==> config.mk <==
export PLATFORM = sky130hd
export DESIGN_NAME = mem_access_ctrl
export DESIGN_NICKNAME = d
export VERILOG_FILES = /design/src/rtl/mem_ctrl_pkg.sv /design/src/rtl/mem_lane_fmt.sv /design/src/rtl/mem_access_ctrl.sv
export SDC_FILE = /design/constraint.sdc
export NUM_CORES = 1
export LEC_CHECK = 0
export ABC_CLOCK_PERIOD_IN_PS = 2550
export CORE_MARGIN = 2
export CORE_UTILIZATION = 40
export CTS_CLUSTER_DIAMETER = 80
export DETAILED_ROUTE_END_ITERATION = 10
export GPL_ROUTABILITY_DRIVEN = 0
export PLACE_DENSITY = 0.73
export RECOVER_POWER = 100
export SLEW_MARGIN = 20
export SYNTH_ARGS = -nofsm -noshare
export SYNTH_HDL_FRONTEND = slang
export SYNTH_SLANG_ARGS = --single-unit
export TNS_END_PERCENT = 20
==> constraint.sdc <==
create_clock -name clk -period 2.55 [get_ports clk]
set_clock_uncertainty 0.1 [all_clocks]
set_input_delay 0.255 -clock clk [delete_from_list [all_inputs] [get_ports clk]]
set_output_delay 0.255 -clock clk [all_outputs]
set_load 0.02 [all_outputs]
==> src/rtl/mem_ctrl_pkg.sv <==
// Shared types, funct3 codes and request-legality helpers for the memory
// access controller.
package mem_ctrl_pkg;

  typedef enum logic [1:0] {
    IDLE = 2'd0,
    RD   = 2'd1,
    WR   = 2'd2,
    RESP = 2'd3
  } state_t;

  localparam logic [2:0] F3_B  = 3'b000;
  localparam logic [2:0] F3_H  = 3'b001;
  localparam logic [2:0] F3_W  = 3'b010;
  localparam logic [2:0] F3_BU = 3'b100;
  localparam logic [2:0] F3_HU = 3'b101;

  // Stores only have signed-width codes; loads also have the unsigned ones.
  function automatic logic is_legal(input logic we, input logic [2:0] funct3);
    if (we) begin
      return (funct3 == F3_B) || (funct3 == F3_H) || (funct3 == F3_W);
    end
    return (funct3 == F3_B) || (funct3 == F3_H) || (funct3 == F3_W) ||
           (funct3 == F3_BU) || (funct3 == F3_HU);
  endfunction

  // Halfwords need an even address, words a 4-byte aligned one.
  function automatic logic is_misaligned(input logic [2:0] funct3,
                                         input logic [1:0] addr_lo);
    case (funct3)
      F3_H, F3_HU: return addr_lo[0];
      F3_W:        return addr_lo != 2'b00;
      default:     return 1'b0;
    endcase
  endfunction

endpackage

==> src/rtl/mem_lane_fmt.sv <==
// Combinational lane logic: load extract/extend and store merge for
// sub-word accesses into a 32-bit word.
module mem_lane_fmt
  import mem_ctrl_pkg::*;
(
  input  logic [31:0] word,
  input  logic [1:0]  addr_lo,
  input  logic [2:0]  funct3,
  input  logic [31:0] wdata,
  output logic [31:0] load_data,
  output logic [31:0] store_word
);

  logic [7:0]  byte_sel;
  logic [15:0] half_sel;

  // Pick the addressed lane and extend it according to funct3.
  always_comb begin
    byte_sel  = word[{addr_lo, 3'b000} +: 8];
    half_sel  = addr_lo[1] ? word[31:16] : word[15:0];
    load_data = word;
    case (funct3)
      F3_B:    load_data = {{24{byte_sel[7]}}, byte_sel};
      F3_BU:   load_data = {24'h0, byte_sel};
      F3_H:    load_data = {{16{half_sel[15]}}, half_sel};
      F3_HU:   load_data = {16'h0, half_sel};
      default: load_data = word;
    endcase
  end

  // Replace the addressed lane of the old word; a full word store ignores it.
  always_comb begin
    store_word = word;
    case (funct3)
      F3_B: store_word[{addr_lo, 3'b000} +: 8] = wdata[7:0];
      F3_H: begin
        if (addr_lo[1]) store_word[31:16] = wdata[15:0];
        else            store_word[15:0]  = wdata[15:0];
      end
      default: store_word = wdata;
    endcase
  end

endmodule

==> src/rtl/mem_access_ctrl.sv <==
// Load/store sequencer in front of a word-addressed memory with async read
// and sync write. One request in flight; sub-word stores use read-modify-write.
//
// Handshake: a request is taken on a rising edge where req_valid && req_ready;
// req_ready is high only in IDLE. The response is a single-cycle resp_valid
// strobe with no ready, so the requester must take it in that cycle.
module mem_access_ctrl
  import mem_ctrl_pkg::*;
#(
  parameter int ADDR_WIDTH = 32,
  parameter int BIT_WIDTH  = 32
) (
  input  logic                  clk,
  input  logic                  rst,
  input  logic                  req_valid,
  output logic                  req_ready,
  input  logic                  req_we,
  input  logic [2:0]            req_funct3,
  input  logic [ADDR_WIDTH-1:0] req_addr,
  input  logic [BIT_WIDTH-1:0]  req_wdata,
  output logic                  resp_valid,
  output logic [BIT_WIDTH-1:0]  resp_rdata,
  output logic                  resp_fault,
  output logic [ADDR_WIDTH-1:0] mem_readAddr,
  output logic [ADDR_WIDTH-1:0] mem_writeAddr,
  output logic [BIT_WIDTH-1:0]  mem_writeData,
  output logic                  mem_writeEn,
  input  logic [BIT_WIDTH-1:0]  mem_readData,
  output logic [1:0]            dbg_state
);

  state_t                state_q, state_d;
  logic                  we_q;
  logic [2:0]            f3_q;
  logic [ADDR_WIDTH-1:0] addr_q;
  logic [BIT_WIDTH-1:0]  wdata_q;
  logic [BIT_WIDTH-1:0]  word_q;
  logic                  hs;
  logic                  fault_in;
  logic [BIT_WIDTH-1:0]  load_data;
  logic [BIT_WIDTH-1:0]  store_word;

  assign hs       = req_valid && req_ready;
  assign fault_in = !is_legal(req_we, req_funct3) ||
                    is_misaligned(req_funct3, req_addr[1:0]);

  // Load data comes straight from memory in RD; merges use the word captured there.
  mem_lane_fmt u_fmt (
    .word       (state_q == RD ? mem_readData : word_q),
    .addr_lo    (addr_q[1:0]),
    .funct3     (f3_q),
    .wdata      (wdata_q),
    .load_data  (load_data),
    .store_word (store_word)
  );

  // Next-state decode; req_ready is the IDLE indicator.
  always_comb begin
    state_d   = state_q;
    req_ready = 1'b0;
    case (state_q)
      IDLE: begin
        req_ready = 1'b1;
        if (req_valid) begin
          if (fault_in)                           state_d = RESP;
          else if (req_we && req_funct3 == F3_W)  state_d = WR;
          else                                    state_d = RD;
        end
      end
      RD:      state_d = we_q ? WR : RESP;
      WR:      state_d = RESP;
      RESP:    state_d = IDLE;
      default: state_d = IDLE;
    endcase
  end

  // State register, request latches, read capture and response registers.
  always_ff @(posedge clk) begin
    if (rst) begin
      state_q    <= IDLE;
      we_q       <= 1'b0;
      f3_q       <= 3'b000;
      addr_q     <= '0;
      wdata_q    <= '0;
      word_q     <= '0;
      resp_valid <= 1'b0;
      resp_fault <= 1'b0;
      resp_rdata <= '0;
    end else begin
      state_q <= state_d;
      if (hs) begin
        we_q    <= req_we;
        f3_q    <= req_funct3;
        addr_q  <= req_addr;
        wdata_q <= req_wdata;
      end
      if (state_q == RD) word_q <= mem_readData;
      resp_valid <= (state_d == RESP);
      resp_fault <= hs && fault_in;
      resp_rdata <= (state_q == RD && !we_q) ? load_data : '0;
    end
  end

  // Reset kills the write strobe in the same cycle so no partial write lands.
  assign mem_writeEn   = (state_q == WR) && !rst;
  assign mem_writeData = store_word;
  assign mem_readAddr  = addr_q;
  assign mem_writeAddr = {addr_q[ADDR_WIDTH-1:2], 2'b00};
  assign dbg_state     = state_q;

endmodule

==> results_dict.tcl <==
set metrics [dict create \
    cts_buffers 17 \
    tightest_slew_ns 0.9767 \
    core_mm2 0.01594 \
    gr-total-overflow 0 \
    hold_viol 0 \
    ctsHoldBuffers 0 \
    synth_top_flop_cell "dfxtp_1" \
    finalSetupViolations 2 \
    syn_area_mm2 0.006548 \
    slew_viol_final 0 \
    cts.clk_slew.worst_paths_ns 0.06 \
    grt_max_degree 74 \
    p_leak_nw 4.279 \
    max_freq_mhz 387.3 \
    seq_area_frac_synth 0.4158 \
    place_ws_ns -0.02948 \
    dieArea_mm2 0.01741 \
    setup_slack_ns -0.03206 \
    rrSetupSlack_ns 0.04 \
    status "finished, violations left" \
    via_per_inst 5.423 \
    top_level_ports 237 \
    fin_crit_sh 1.013 \
    postRouteAntennaNets 0 \
    postSynthCellCount 826 \
    clock-root-buffer "clkbuf_16" \
    hold_path.startpoint "rst" \
    dp_cells 1275 \
    vdd_drop_max_uv 615.1 \
    cp-end-kind "output port" \
    grt_antenna_before_repair 0 \
    cp.arrival_ns 2.23 \
    dieHeight_um 131.9 \
    critPathKind "reg -> out" \
    period_needed_ns 2.582 \
    synth.top_cells.by_area "dfxtp_1 (42%), nand2_1 (11%), a21oi_1 (6.7%)" \
    yosysUniqueCellTypes 53 \
    synth_area_leader_cell "dfxtp_1" \
    wl_um 23690 \
    min_path_cells 2 \
    ys_ff_latch 136 \
    drive_gt1_frac 0.1866 \
    worstHoldPathType "in -> reg" \
    first_pass_iters 5 \
    slew_headroom 0.3488 \
    cp_max_fo 8 \
    port_buffers 234 \
    syn_avg_cell_area_um2 7.927 \
    cts-htree-levels 4 \
    area_growth_pct 54.77 \
    first_global_vias 6827 \
    cp.required_ns 2.19 \
    final_cells 1309 \
    wire_per_inst_um 18.10 \
    grtUsageTotal 0.2642 \
    clock_sinks 136 \
    synth-edff-count 0 \
    multi_input_area_mm2 0.003533 \
    cpMaxStageDelayCell "clkbuf_1" \
    die_w_um 131.9 \
    power_density_mw_per_mm2 1076 \
    r2r_cells 10 \
    rows 46 \
    ys_warn_count 0 \
    seqCellArea_mm2 0.002728 \
    r2r-end "resp_rdata[15]" \
    async_flop_share 0 \
    synth.most_common_cell "nand2_1" \
    drc 0 \
    rsz0062_at_grt "true" \
    clockBufferDepth 2 \
    crit_path_start_kind "register" \
    n_antenna_cell 0 \
    initial_utilization 0.4107 \
    vias 7099 \
    insertion_delay_ns 0.43 \
    violations "setup timing" \
    drtIter0Drc 811 \
    grt_pass1_wl_um 36800 \
    min_to "mem_readAddr[14]" \
    tns_ns -0.05114 \
    netlist.area_leader.share 0.4158 \
    place_hpwl_um 17450 \
    cpPeakStageDelay_ns 0.40 \
    r2r_start "dbg_state[1]" \
    drv_cap 0 \
    cts_tree "built" \
    netlist_top_cells_count "nand2_1 (188), dfxtp_1 (136), a21oi_1 (87)" \
    path_cells "inv_2, ha_4, buf_12, buf_8, mux2i_1, clkbuf_1, o211ai_1, buf_4" \
    fillCellCount 1408 \
    fin_nets 1191 \
]
==> registers in the layout, indices dropped and copies added, names as in the netlist <==
name / flops
mem_readAddr: 32
we_q: 1
resp_rdata: 32
wdata_q: 32
resp_valid: 1
word_q: 32
f3_q: 3
resp_fault: 1
dbg_state: 2
==> stage by stage <==
step,cell area [um^2],utilization,hold slack [ns],total power [W]
2_1_floorplan,6559,-,0.2910,0.005714
5_1_grt,10130,0.6356,0.1415,0.01144
4_1_cts,9997,0.6271,0.1220,0.01077
6_report,10130,0.6356,0.1307,0.01091
3_3_place_gp,9403,0.5898,0.3446,0.008266
3_5_place_dp,9403,0.5898,0.3507,0.008312
==> routing by layer <==
metal / part of all wire / vias to the layer above / track usage
li1: - / 3361 / -
met1: 0.42 / 3308 / 0.3480
met2: 0.47 / 393 / 0.4230
met5: 0 / - / 0
met3: 0.093 / 37 / 0.07343
met4: 0.018 / 0 / 0.07729
==> what timing repair did <==
item                                    CTS  global route
buffers inserted                          0             1
resized for setup                       154            73
endpoints found under the hold margin     0             0
pin swaps                                 5             9
endpoints found under the setup margin   32            38
gates cloned                              0             1
==> layout by cell type (no fill, tap or decap), types with 9 or more instances in the layout <==
master	n
nand3b_1	9
buf_4	85
clkdlybuf4s50_1	105
buf_2	13
clkbuf_1	14
o21ai_0	26
nor4_1	10
o211ai_1	9
a21oi_1	86
o21ai_2	12
nor2_1	58
dlygate4sd3_1	96
nand2_1	187
clkbuf_16	18
o21ai_1	11
nand3_1	15
dfxtp_1	132
a22oi_1	16
mux2i_1	27
==> power by group <==
| part | internal (W) | switching [W] | total [W] |
|---|---|---|---|
| registers | 0.00252 | 0.000289 | 0.00281 |
| clock network | 0.00149 | 0.00103 | 0.00252 |
| logic | 0.00239 | 0.00318 | 0.00558 |
==> logic make-up after synthesis <==
| family | count (synthesis) | share of synthesized area |
|---|---|---|
| DFF | 136 | 0.4158 |
| muxes | 34 | 0.05408 |
| adders and majority gates | 8 | 0.01529 |
| buffers and inverters | 100 | 0.07930 |
| and+or+nand+nor | 319 | 0.2119 |
| AOI/OAI and AO/OA | 228 | 0.2230 |
| other | 1 | 0.0005727 |
==> area by class of cell <==
class,count,share of cell area
multi-input combinational,591,0.3487
timing repair buffer,327,0.2928
tap,216,0.02667
clock buffer,18,0.04334
clock inverter,14,0.01630
inverter,7,0.003087
sequential,136,0.2692
==> worst max-delay path by stage <==
stage / slack (ns) / cells after the start / end / from
CTS: -0.08 / 10 / mem_writeData[27] / dbg_state[1]
floorplan: -0.08 / 7 / mem_writeData[10] / mem_readAddr[1]
finish: -0.03 / 8 / mem_writeData[20] / dbg_state[1]
detailed placement: -0.03 / 10 / mem_writeData[29] / dbg_state[1]
global placement: -0.06 / 7 / mem_writeData[8] / mem_readData[8]
global route: -0.08 / 9 / mem_writeData[24] / dbg_state[1]
==> worst max-delay path: cells and delay by family (launching register included) <==
family | cells | cell delay, ns
buf+inv | 5 | 0.95
flops | 1 | 0.32
compound gates | 1 | 0.18
mux | 1 | 0.17
fa+ha+maj | 1 | 0.16
Note: power is estimated with default switching activity, not from simulation.
